==> src/rtl/exc_ctrl.sv <==
// Exception sequencer: picks the highest-priority cause in IDLE, drives cp0 entry/eret, flushes and redirects fetch.
// Latency: cause at T -> cp0_op at T+1 -> redirect at T+2; no backpressure, causes seen while busy are dropped.
module exc_ctrl #(
  parameter logic [29:0] HANDLER_ADDR = 30'h0000_0020,
  parameter int          ERR_W        = 8
) (
  input  logic             clk,
  input  logic             rst,
  input  logic             ex_ov,
  input  logic [29:0]      ex_pc,
  input  logic             id_ri,
  input  logic             id_syscall,
  input  logic             id_eret,
  input  logic [29:0]      id_pc,
  input  logic [5:0]       ext_int,
  input  logic             cp0_exl,
  input  logic             cp0_ie,
  input  logic [5:0]       cp0_im,
  input  logic [31:0]      cp0_epc_in,
  output logic [2:0]       cp0_op,
  output logic [29:0]      cp0_epc,
  output logic [4:0]       cp0_exccode,
  output logic             kill,
  output logic             flush,
  output logic             pc_redirect,
  output logic [29:0]      pc_target,
  output logic             busy,
  output logic [ERR_W-1:0] err_cnt
);

  typedef enum logic [2:0] {
    S_IDLE    = 3'd0,
    S_ENTER   = 3'd1,
    S_REDIR   = 3'd2,
    S_HANDLER = 3'd3,
    S_ERET    = 3'd4,
    S_RET     = 3'd5
  } state_t;

  localparam logic [2:0] OP_NONE  = 3'b000;
  localparam logic [2:0] OP_ENTRY = 3'b011;
  localparam logic [2:0] OP_ERET  = 3'b100;

  localparam logic [ERR_W-1:0] ERR_ONE = {{(ERR_W-1){1'b0}}, 1'b1};
  localparam logic [ERR_W-1:0] ERR_MAX = {ERR_W{1'b1}};

  state_t           r_state;
  state_t           w_next;
  logic [5:0]       r_int_sync;
  logic [4:0]       r_code;
  logic [29:0]      r_epc;
  logic [ERR_W-1:0] r_err;

  logic             w_sync;
  logic             w_int_req;
  logic             w_cause;
  logic             w_err_inc;
  logic [4:0]       w_sel_code;
  logic [29:0]      w_sel_epc;
  logic             w_unused;

  // The two byte-offset bits of EPC never reach the word-addressed fetch path.
  assign w_unused  = ^cp0_epc_in[1:0];

  assign w_sync    = ex_ov | id_ri | id_syscall;
  assign w_int_req = (|(r_int_sync & cp0_im)) & cp0_ie & ~cp0_exl;
  assign w_cause   = w_sync | w_int_req;

  always_comb begin
    w_sel_code = 5'd0;
    w_sel_epc  = id_pc;
    if (ex_ov) begin
      w_sel_code = 5'd12;
      w_sel_epc  = ex_pc;
    end else if (id_ri) begin
      w_sel_code = 5'd10;
    end else if (id_syscall) begin
      w_sel_code = 5'd8;
    end
  end

  always_ff @(posedge clk) begin
    if (rst) begin
      r_state    <= S_IDLE;
      r_int_sync <= 6'd0;
      r_code     <= 5'd0;
      r_epc      <= 30'd0;
      r_err      <= '0;
    end else begin
      r_state    <= w_next;
      r_int_sync <= ext_int;
      if (r_state == S_IDLE && w_cause) begin
        r_code <= w_sel_code;
        r_epc  <= w_sel_epc;
      end
      if (w_err_inc && r_err != ERR_MAX) begin
        r_err <= r_err + ERR_ONE;
      end
    end
  end

  always_comb begin
    w_next    = r_state;
    w_err_inc = 1'b0;
    case (r_state)
      S_IDLE: begin
        if (w_cause) begin
          w_next = S_ENTER;
        end else if (id_eret) begin
          if (cp0_exl) w_next = S_ERET;
          else         w_err_inc = 1'b1;
        end
      end
      S_ENTER: w_next = S_REDIR;
      S_REDIR: w_next = S_HANDLER;
      S_HANDLER: begin
        // Nested synchronous faults are only counted; an eret in the same cycle still wins.
        if (w_sync)  w_err_inc = 1'b1;
        if (id_eret) w_next    = S_ERET;
      end
      S_ERET:  w_next = S_RET;
      S_RET:   w_next = S_IDLE;
      default: w_next = S_IDLE;
    endcase
  end

  always_comb begin
    cp0_op      = OP_NONE;
    cp0_epc     = 30'd0;
    cp0_exccode = 5'd0;
    flush       = 1'b0;
    pc_redirect = 1'b0;
    pc_target   = 30'd0;
    busy        = 1'b0;
    case (r_state)
      S_ENTER: begin
        cp0_op      = OP_ENTRY;
        cp0_epc     = r_epc;
        cp0_exccode = r_code;
        flush       = 1'b1;
        busy        = 1'b1;
      end
      S_REDIR: begin
        pc_redirect = 1'b1;
        pc_target   = HANDLER_ADDR;
        flush       = 1'b1;
        busy        = 1'b1;
      end
      S_ERET: begin
        cp0_op = OP_ERET;
        flush  = 1'b1;
        busy   = 1'b1;
      end
      S_RET: begin
        pc_redirect = 1'b1;
        pc_target   = cp0_epc_in[31:2];
        flush       = 1'b1;
        busy        = 1'b1;
      end
      default: ;
    endcase
  end

  assign kill    = ~rst & (r_state == S_IDLE) & w_cause;
  assign err_cnt = r_err;

endmodule

==> config.mk <==
export PLATFORM = sky130hd
export DESIGN_NAME = exc_ctrl
export DESIGN_NICKNAME = d
export VERILOG_FILES = /design/src/rtl/exc_ctrl.sv
export SDC_FILE = /design/constraint.sdc
export NUM_CORES = 1
export LEC_CHECK = 0
export CORE_ASPECT_RATIO = 1.4
export CORE_MARGIN = 1
export CORE_UTILIZATION = 34
export CTS_BUF_LIST = sky130_fd_sc_hd__clkbuf_4
export DETAILED_ROUTE_END_ITERATION = 8
export PLACE_DENSITY = 0.77
export SLEW_MARGIN = 20
export SYNTH_ARGS = -nofsm -noshare
export SYNTH_HDL_FRONTEND = slang
export SYNTH_SLANG_ARGS = --single-unit
==> constraint.sdc <==
create_clock -name clk -period 2.6 [get_ports clk]
set_clock_uncertainty 0.15 [all_clocks]
set_input_delay 0.52 -clock clk [delete_from_list [all_inputs] [get_ports clk]]
set_output_delay 0.52 -clock clk [all_outputs]
set_load 0.01 [all_outputs]
==> impl_metrics.ini <==
[synth]
yosys.area_share.adder = 0.00429
syn_avg_cell_area_sq_um = 8.99
yosys.area.top_type = dfxtp_1
synth_xor_area_frac = 0.00301
synth_top_family_by_area = simple AND/OR/NAND/NOR gates
synth_edf_count = 0
yosys-top-cells-area = dfxtp_1 (34%), and2_1 (14%), mux2i_1 (11%), a211oi_2 (7.7%), nor2_1 (5.2%)
synth-compound-area-share = 0.178
ys_seq_area_frac = 0.343
synth.area.mux_share = 0.126
netlist_instances = 324
yosys.area_share.simple = 0.283
postSynth.asyncResetShare = 0
synthFlopType = dfxtp_1
synth_top_area_frac = 0.343
synth.cell_area_sq_mm = 0.00291
yosysUniqueCellTypes = 50
ys_seq_elements = 50
yosysWarnings = 0

[floorplan]
die_x_microns = 80.2
coreArea_sq_mm = 0.00825
num_rows = 39
die_y_microns = 112
dieArea_sq_mm = 0.00895
start_util = 0.353
boundaryPins = 192

[placement]
gp_congestion = 0.850
io_buffers = 187
dpl.hpwl_microns = 6770
dp_worst_setup_slack_ps = -696

[grt]
grt_pass1_wl_microns = 13700
grt_max_degree = 65
grt_usage = 0.193
antenna_found_initial = 0
first_global_vias = 2861
gr-total-overflow = 0

[sta]
fin_crit_sh = 1.03
setup_tns_ps = -1440
final_hold_viol_count = 0
worst_pin_slew_ps = 684
rsz0062_at_grt = yes
setup_viol = 34
setup_ws_ps = -74.1
slew_headroom = 0.544
slew_violations = 0
hold_slack_ps = 328
max_freq_mhz = 374
period_needed_ps = 2670

[pwr]
p_int_w = 0.00150
power_w = 0.00212
vdd_ir_drop_max_mv = 0.227
power_frac_comb = 0.350
seqPwrFrac = 0.429
p_leak_nw = 2.57
power.switching_w = 0.000619
clkPwrFrac = 0.221
switching_share = 0.292
powerDensity_mw_per_mm2 = 411

[drt]
drtPass1Iterations = 4
postRouteAntennaNets = 0
vias_per_cell = 4.88
routedWlPerCell_microns = 15.0
route.detailed.drc = 0
routed_wl_microns = 9160
vias = 2984
drt_iter0_markers = 103

[critical_path]
criticalPathCategory = reg -> out
reg2reg_from = r_int_sync[4]
r2r_cells = 6
crit_required_ps = 1930
cp.arrival_ps = 2000
reg2reg_slack_ps = 280
end_kind = output port
reg2reg_to = r_epc[2]
crit_path_max_fanout = 20
start_kind = flip-flop

[finish]
area_growth_pct = 77.0
antenna_cells = 0
finish.utilization = 0.626
nets = 622
drive_gt1_frac = 0.135

[outcome]
violations = setup timing
status = finished with violations

[clock_tree]
cts-hold-fix-buffers = 0
htree_levels = 2
cts_buffers = 5
tritoncts = built
clk_path_buf_depth = 2
cts-root-buf = clkbuf_4
cts.sinks = 50
path_clk_slew_ps = 140
worstSkewPairLatency_ps = 360

[hold_path]
hold_path_startpoint = rst
hp-class = in -> reg
hold_depth = 4
holdPathEnd = err_cnt[6]

[run]
drv_cap = 0
worst max-delay path: stages, from the launching register on:
cell and delay, ps:
dfxtp_2 350, buf_4 170, nor3b_2 190, buf_4 240, and2_1 150, clkdlybuf4s50_1 550
area by class of cell:
cell class	count	area, sq um
clock buffers	7	52.6
clock inverters	1	30.0
fillers	710	3090
inverters	4	15.0
multi-input cells	241	1780
flip-flops and latches	50	1010
well taps	102	128
repair buffers	207	2140
what timing repair did:
item                                    CTS  global route
pin swaps                                 3             5
cloned                                    0             2
gates resized for setup                  19            41
setup buffers                             0             4
endpoints found under the setup margin  100            69
worst max path at each step:
stage | depth (start not counted) | startpoint | end | slack, ps
after floorplan | 6 | cp0_im[3] | kill | 60
after global placement | 6 | cp0_im[4] | kill | -690
after detailed placement | 6 | cp0_im[3] | kill | -700
after CTS | 5 | r_state[2] | cp0_epc[2] | -80
after global routing | 5 | r_state[2] | cp0_epc[12] | -180
final | 5 | r_state[2] | cp0_epc[2] | -70
sequential cells by signal, indices dropped and copies added (netlist names):
name,cells
r_epc,30
r_code,3
r_state,3
r_int_sync,6
err_cnt,8
kinds of logic (layout without fill, tap and decap cells):
kind of cell	Yosys count	count (layout)
AOI/OAI and AO/OA	56	56
xor gates and xnor gates	1	1
adders and majority gates	1	1
buffers and inverters	34	219
DFF	50	50
muxes	36	36
other	1	2
and+or+nand+nor	145	145
synth_stat cells, types with 3 or more instances:
library cell	instances
nand4_1	5
mux2i_1	31
inv_1	4
mux2_2	4
a22oi_1	3
nor2_1	40
a21oi_1	6
a211oi_2	18
nor2b_1	13
nand3_1	5
a211oi_1	12
clkbuf_1	16
nand2b_1	3
dfxtp_1	50
nand2_1	4
buf_6	3
and2_1	63
buf_4	7
metrics by stage:
step | cell area, sq um | instances
after floorplan | 2920 | 325
after global placement | 4880 | 598
after detailed placement | 4880 | 598
after CTS | 4980 | 606
after global routing | 5160 | 612
final | 5160 | 612
layout by cell type, fill, tap and decap left out, types with 3 or more instances in the layout:
| cell | n |
|---|---|
| dfxtp_2 | 3 |
| a211oi_2 | 18 |
| dlymetal6s2s_1 | 32 |
| mux2_2 | 4 |
| nor2_1 | 40 |
| mux2i_1 | 31 |
| dlygate4sd2_1 | 6 |
| inv_1 | 4 |
| clkbuf_4 | 7 |
| a21oi_1 | 6 |
| nand3_1 | 5 |
| a22oi_2 | 3 |
| dfxtp_1 | 45 |
| a211oi_1 | 12 |
| nand2b_1 | 3 |
| buf_4 | 16 |
| and2_1 | 62 |
| clkdlybuf4s50_1 | 144 |
| nor2b_1 | 13 |
| nand2_1 | 4 |
| nand4_1 | 5 |
metal layers:
metal	wire length (microns)	GRT usage	vias up
li1	-	-	1500
met1	3590	0.213	1381
met2	5000	0.372	92
met3	445	0.0336	11
met4	130	0.0429	0
met5	0	0	-
power by group through the flow:
| stage | combinational [W] | sequential (W) | clock [W] |
|---|---|---|---|
| 6_report | 0.000742 | 0.000910 | 0.000469 |
| 2_1_floorplan | 0.000411 | 0.000910 | 0 |
| 3_5_place_dp | 0.000734 | 0.000926 | 0 |
| 3_3_place_gp | 0.000718 | 0.000921 | 0 |
| 4_1_cts | 0.000733 | 0.000911 | 0.000479 |
| 5_1_grt | 0.000807 | 0.000923 | 0.000517 |
Power figures use the tool's default switching activity.
